**config.mk**
```make
export PLATFORM = sky130hd
export DESIGN_NAME = pll_lock_supervisor
export DESIGN_NICKNAME = d
export VERILOG_FILES = /design/src/rtl/pll_lock_supervisor.sv
export SDC_FILE = /design/constraint.sdc
export NUM_CORES = 1
export LEC_CHECK = 0
export BUFFER_PORTS_ARGS = -buffer_cell sky130_fd_sc_hd__clkbuf_2
export CORE_UTILIZATION = 30
export DETAILED_ROUTE_END_ITERATION = 6
export GPL_ROUTABILITY_DRIVEN = 0
export PLACE_DENSITY = 0.49
export SYNTH_ARGS = -nofsm -noshare
export SYNTH_HDL_FRONTEND = slang
export SYNTH_SLANG_ARGS = --single-unit
```
**constraint.sdc**
```tcl
create_clock -name clk_in -period 3.4 [get_ports clk_in]
set_clock_uncertainty 0.05 [all_clocks]
set_input_delay 0.51 -clock clk_in [delete_from_list [all_inputs] [get_ports clk_in]]
set_output_delay 0.51 -clock clk_in [all_outputs]
set_load 0.05 [all_outputs]
```
**src/rtl/pll_lock_supervisor.sv**
```systemverilog
// Multi-channel PLL/MMCM lock supervisor: drives each PLL reset, debounces its
// lock, retries on timeout, latches a fault after too many retries.
module pll_lock_supervisor #(
  parameter int NUM_CH             = 3,
  parameter int RETRY_CYCLES       = 1000000,
  parameter int RST_PULSE_CYCLES   = 100,
  parameter int LOCK_STABLE_CYCLES = 1000,
  parameter int MAX_RETRIES        = 15,
  parameter int CNT_W              = 8
) (
  input  logic                    clk_in,
  input  logic                    rst_n,
  input  logic [NUM_CH-1:0]       ch_enable,
  input  logic [NUM_CH-1:0]       locked_in,
  input  logic [NUM_CH-1:0]       force_rst,
  input  logic [NUM_CH-1:0]       clear_fault,
  output logic [NUM_CH-1:0]       pll_rst,
  output logic [NUM_CH-1:0]       ch_ready,
  output logic [NUM_CH-1:0]       ch_fault,
  output logic                    all_ready,
  output logic [NUM_CH-1:0]       loss_pulse,
  output logic [NUM_CH*CNT_W-1:0] retry_cnt,
  output logic [NUM_CH*CNT_W-1:0] loss_cnt
);

  localparam int RST_W   = (RST_PULSE_CYCLES > 1)   ? $clog2(RST_PULSE_CYCLES)   : 1;
  localparam int RETRY_W = (RETRY_CYCLES > 1)       ? $clog2(RETRY_CYCLES)       : 1;
  localparam int STAB_W  = (LOCK_STABLE_CYCLES > 1) ? $clog2(LOCK_STABLE_CYCLES) : 1;

  localparam logic [RST_W-1:0]   RST_LAST   = RST_W'(RST_PULSE_CYCLES - 1);
  localparam logic [RETRY_W-1:0] RETRY_LAST = RETRY_W'(RETRY_CYCLES - 1);
  localparam logic [STAB_W-1:0]  STAB_LAST  = STAB_W'(LOCK_STABLE_CYCLES - 1);
  localparam logic [31:0]        MAX_RETRY_L = 32'(MAX_RETRIES);

  typedef enum logic [2:0] {
    ST_DIS,
    ST_RST,
    ST_WAIT,
    ST_STAB,
    ST_READY,
    ST_FAULT
  } state_t;

  // Two-flop synchroniser; only lock_s_reg is ever used for decisions.
  logic [NUM_CH-1:0] lock_meta_reg;
  logic [NUM_CH-1:0] lock_s_reg;
  logic              all_ready_reg;

  always_ff @(posedge clk_in or negedge rst_n) begin
    if (!rst_n) begin
      lock_meta_reg <= '0;
      lock_s_reg    <= '0;
    end else begin
      lock_meta_reg <= locked_in;
      lock_s_reg    <= lock_meta_reg;
    end
  end

  genvar gi;
  generate
    for (gi = 0; gi < NUM_CH; gi++) begin : g_ch
      state_t             state_reg, state_next;
      logic [RST_W-1:0]   rst_tmr_reg, rst_tmr_next;
      logic [RETRY_W-1:0] retry_tmr_reg, retry_tmr_next;
      logic [STAB_W-1:0]  stab_reg, stab_next;
      logic [CNT_W-1:0]   retry_cnt_reg, retry_cnt_next;
      logic [CNT_W-1:0]   loss_cnt_reg, loss_cnt_next;
      logic [CNT_W-1:0]   retry_inc;
      logic               timeout;
      logic               loss_pulse_reg, loss_pulse_next;
      logic               pll_rst_reg, ch_ready_reg, ch_fault_reg;

      always_comb begin
        state_next      = state_reg;
        rst_tmr_next    = rst_tmr_reg;
        retry_tmr_next  = retry_tmr_reg;
        stab_next       = stab_reg;
        retry_cnt_next  = retry_cnt_reg;
        loss_cnt_next   = loss_cnt_reg;
        loss_pulse_next = 1'b0;
        retry_inc       = (retry_cnt_reg == '1) ? retry_cnt_reg : retry_cnt_reg + 1'b1;
        timeout         = (retry_tmr_reg == RETRY_LAST);

        if (!ch_enable[gi]) begin
          state_next = ST_DIS;
        end else if (force_rst[gi] && (state_reg != ST_DIS)) begin
          // A forced restart also takes precedence over a coincident timeout.
          state_next     = ST_RST;
          rst_tmr_next   = '0;
          retry_tmr_next = '0;
          if (state_reg == ST_FAULT) begin
            retry_cnt_next = '0;
          end
        end else begin
          case (state_reg)
            ST_DIS: begin
              state_next     = ST_RST;
              rst_tmr_next   = '0;
              retry_tmr_next = '0;
              retry_cnt_next = '0;
            end
            ST_RST: begin
              if (rst_tmr_reg == RST_LAST) begin
                state_next = ST_WAIT;
              end else begin
                rst_tmr_next = rst_tmr_reg + 1'b1;
              end
            end
            ST_WAIT, ST_STAB: begin
              if (timeout) begin
                retry_cnt_next = retry_inc;
                if ((MAX_RETRY_L != 32'd0) && (32'(retry_inc) >= MAX_RETRY_L)) begin
                  state_next = ST_FAULT;
                end else begin
                  state_next     = ST_RST;
                  rst_tmr_next   = '0;
                  retry_tmr_next = '0;
                end
              end else begin
                // The retry window spans WAIT and STAB; a lock glitch does not extend it.
                retry_tmr_next = retry_tmr_reg + 1'b1;
                if (state_reg == ST_WAIT) begin
                  if (lock_s_reg[gi]) begin
                    state_next = ST_STAB;
                    stab_next  = '0;
                  end
                end else if (!lock_s_reg[gi]) begin
                  state_next = ST_WAIT;
                end else if (stab_reg == STAB_LAST) begin
                  state_next     = ST_READY;
                  retry_cnt_next = '0;
                end else begin
                  stab_next = stab_reg + 1'b1;
                end
              end
            end
            ST_READY: begin
              if (!lock_s_reg[gi]) begin
                state_next      = ST_RST;
                rst_tmr_next    = '0;
                retry_tmr_next  = '0;
                loss_pulse_next = 1'b1;
                loss_cnt_next   = (loss_cnt_reg == '1) ? loss_cnt_reg : loss_cnt_reg + 1'b1;
              end
            end
            ST_FAULT: begin
              if (clear_fault[gi]) begin
                state_next     = ST_RST;
                rst_tmr_next   = '0;
                retry_tmr_next = '0;
                retry_cnt_next = '0;
              end
            end
            default: begin
              state_next = ST_DIS;
            end
          endcase
        end
      end

      // Outputs are registered from the next-state decode so they are glitch-free.
      always_ff @(posedge clk_in or negedge rst_n) begin
        if (!rst_n) begin
          state_reg      <= ST_DIS;
          rst_tmr_reg    <= '0;
          retry_tmr_reg  <= '0;
          stab_reg       <= '0;
          retry_cnt_reg  <= '0;
          loss_cnt_reg   <= '0;
          loss_pulse_reg <= 1'b0;
          pll_rst_reg    <= 1'b1;
          ch_ready_reg   <= 1'b0;
          ch_fault_reg   <= 1'b0;
        end else begin
          state_reg      <= state_next;
          rst_tmr_reg    <= rst_tmr_next;
          retry_tmr_reg  <= retry_tmr_next;
          stab_reg       <= stab_next;
          retry_cnt_reg  <= retry_cnt_next;
          loss_cnt_reg   <= loss_cnt_next;
          loss_pulse_reg <= loss_pulse_next;
          pll_rst_reg    <= (state_next == ST_DIS) || (state_next == ST_RST) ||
                            (state_next == ST_FAULT);
          ch_ready_reg   <= (state_next == ST_READY);
          ch_fault_reg   <= (state_next == ST_FAULT);
        end
      end

      assign pll_rst[gi]                   = pll_rst_reg;
      assign ch_ready[gi]                  = ch_ready_reg;
      assign ch_fault[gi]                  = ch_fault_reg;
      assign loss_pulse[gi]                = loss_pulse_reg;
      assign retry_cnt[gi*CNT_W +: CNT_W]  = retry_cnt_reg;
      assign loss_cnt[gi*CNT_W +: CNT_W]   = loss_cnt_reg;
    end
  endgenerate

  // Disabled channels are ignored; with nothing enabled the aggregate stays low.
  always_ff @(posedge clk_in or negedge rst_n) begin
    if (!rst_n) begin
      all_ready_reg <= 1'b0;
    end else begin
      all_ready_reg <= (|ch_enable) && (&(ch_ready | ~ch_enable));
    end
  end

  assign all_ready = all_ready_reg;

endmodule

```
==> results_dict.tcl <==
set metrics [dict create \
    critPathLaunchType "flip-flop" \
    period_needed_ns 3.07 \
    post-route-period-util_pct 90.4 \
    status "finished clean" \
    antenna_found_initial 1 \
    insertion_delay_ns 0.44 \
    netlist_instances 1153 \
    syn-num-nets 1182 \
    drv_slew 0 \
    timing.hold.ws_ns 0.0635 \
    syn_area_um2 10300 \
    max_stage_delay_ns 0.65 \
    rows 67 \
    synth-edff-count 0 \
    vias 8696 \
    ant_nets 0 \
    met2_length_mm 11.4 \
    ys.flop_type "dfrtp_1" \
    finalHoldViolations 0 \
    clk_pin_slew_ns 0.07 \
    worstMarginPinSlew_ns 0.992 \
    drt_first_pass_iters 5 \
    chipHeight_um 187 \
    max_clock_freq_mhz 326 \
    met3_length_um 638 \
    postCtsSetupRepairBufs 0 \
    synth_cell_types 71 \
    rsz0062_at_grt "no" \
    cts.sink_count 187 \
    start_util_pct 30.5 \
    holdCritPathClass "primary input to asynchronous set/reset pin" \
    worst-setup-path-type "flip-flop to flip-flop" \
    cts_tree "done" \
    ys_seq_area_share_pct 45.6 \
    drt_iter0_drc 502 \
    ir_worst_vdd_uv 341 \
    setup_tns_ns 0 \
    hpwl_mm 17.3 \
    yosysWarnings 0 \
    root_buffer "clkbuf_16" \
    drc_errors 0 \
    cp-end-kind "flip-flop" \
    diodes 0 \
    syn_to_final_growth_pct 14.0 \
    ys_ff_latch 187 \
    port_buffers 74 \
    n_fill_cell 3465 \
    drive_gt1_share_pct 12.2 \
    clock_path_buffers 2 \
    core_area_um2 33600 \
    cts_resized 0 \
    cts_hold_buf 0 \
    pwr_density_cell_nw_per_um2 374 \
    grt_overflow 0 \
    largest_reg_flops 60 \
    routed_via_density 5.18 \
    setup_violations 0 \
    grt_pass1_wl_mm 42.5 \
    cts_buffers 17 \
    grt_use_total_pct 14.7 \
    die_w_um 187 \
    cp_max_fo 11 \
    maxCapViolations 0 \
    routed_wl_mm 24.7 \
    critPathMostFrequentCell "or4_1" \
    synthArstFlopShare_pct 100 \
    grt_start_max_net_pins 78 \
    highest_layer "met5" \
    final_nets 1248 \
    relSlewSlack_pct 33.6 \
    wl_per_cell_um 14.7 \
    power.leakage_uw 0.00500 \
    ios 75 \
    wl_met1_mm 12.4 \
    arrival_ns 3.39 \
    grt_pass1_vias 8392 \
    cts_max_level 4 \
    synth.avg_cell_area_um2 8.90 \
    critPathSlowestCell "or4_1" \
    dieArea_um2 35000 \
    worstPathCellList "or4b_1 -> or4_1 -> o21ai_1 -> a32oi_1 -> or2_1 -> or4_1 -> a21oi_1" \
    required_ns 3.72 \
]
## power by group
part / internal (uW) / switching [uW]
registers: 2240 / 24.4
clock network: 1040 / 864
logic: 57.7 / 147
## worst max-delay path: cells and delay by family (launching register included)
kind,cells,cell delay (ns)
AND/OR/NAND/NOR,4,2.01
AO/OA/AOI/OAI,3,0.51
flip-flops,1,0.44
## final timing paths
check	from	end	slack (ns)	cells past startpoint
max in group asynchronous	rst_n	g_ch[1].retry_tmr_reg[3]	2.34	2
min	rst_n	g_ch[0].loss_cnt_reg[1]	0.06	1
max reg2reg	g_ch[1].retry_tmr_reg[11]	g_ch[1].rst_tmr_reg[4]	0.33	7
min reg2reg	lock_meta_reg[2]	lock_s_reg[2]	0.30	0
max	g_ch[1].retry_tmr_reg[11]	g_ch[1].rst_tmr_reg[4]	0.33	7
min in group clk_in	locked_in[2]	lock_meta_reg[2]	0.12	1
## metrics by stage
stage | util (%) | instance area [um^2] | power (uW) | std cells | worst slack (ns)
after detailed placement | 33.2 | 11200 | 2520 | 1648 | 0.333
after global routing | 34.8 | 11700 | 4590 | 1679 | 0.168
after global placement | 33.2 | 11200 | 2520 | 1648 | 0.399
after floorplan | - | 10300 | 2410 | 1153 | 0.360
after CTS | 34.8 | 11700 | 4470 | 1679 | 0.317
final | 34.8 | 11700 | 4380 | 1679 | 0.328
## cells in the mapped netlist, types with 15 or more instances
| library cell | instances | area (um^2) |
|---|---|---|
| ha_1 | 15 | 188 |
| or3_1 | 16 | 100 |
| nand2_1 | 121 | 454 |
| nor2_1 | 82 | 308 |
| o31ai_1 | 26 | 195 |
| inv_1 | 26 | 97.6 |
| nand2b_1 | 16 | 100 |
| nand3_1 | 64 | 320 |
| and3_1 | 30 | 188 |
| nand4_1 | 30 | 188 |
| nor2b_1 | 23 | 144 |
| a21oi_1 | 73 | 365 |
| xnor2_1 | 29 | 254 |
| nor3_1 | 38 | 190 |
| clkbuf_1 | 38 | 143 |
| o21ai_0 | 116 | 581 |
| dfrtp_1 | 184 | 4600 |
## placed cells by master (no fill, tap or decap), drive strengths merged, types with 15 or more instances in the layout
cell type    n
a21oi       73
and3        30
buf         27
clkbuf      98
dfrtp      184
ha          15
inv         26
nand2      121
nand2b      16
nand3       64
nand4       30
nor2        82
nor2b       23
nor3        39
o21ai      119
o31ai       26
or3         16
xnor2       29
## logic make-up (layout without fill, tap and decap cells)
group                      count (synthesis)  in the layout  share of synthesized area [%]
xor gates and xnor gates                  37             37                           3.16
AOI/OAI and AO/OA                        307            307                           18.2
DFF                                      187            187                           45.6
and+or+nand+nor                          518            518                           26.8
adders and majority gates                 15             15                           1.83
buffers and inverters                     80            158                           3.50
muxes                                      9              9                          0.939
## area by class of cell
class,instances,area [um^2],area share [%]
Clock buffer,24,472,4.03
Clock inverter,7,71.3,0.610
Inverter,26,97.6,0.834
Multi-Input combinational cell,886,5220,44.6
Sequential cell,187,4680,40.0
Tap cell,448,561,4.79
Timing Repair Buffer,101,594,5.08
## per-layer routing
layer | vias up | global-route usage (%)
li1 | 4358 | -
met1 | 4217 | 20.3
met2 | 98 | 23.4
met3 | 21 | 2.48
met4 | 2 | 4.73
met5 | - | 0
Note: power is estimated with default switching activity, not from simulation.
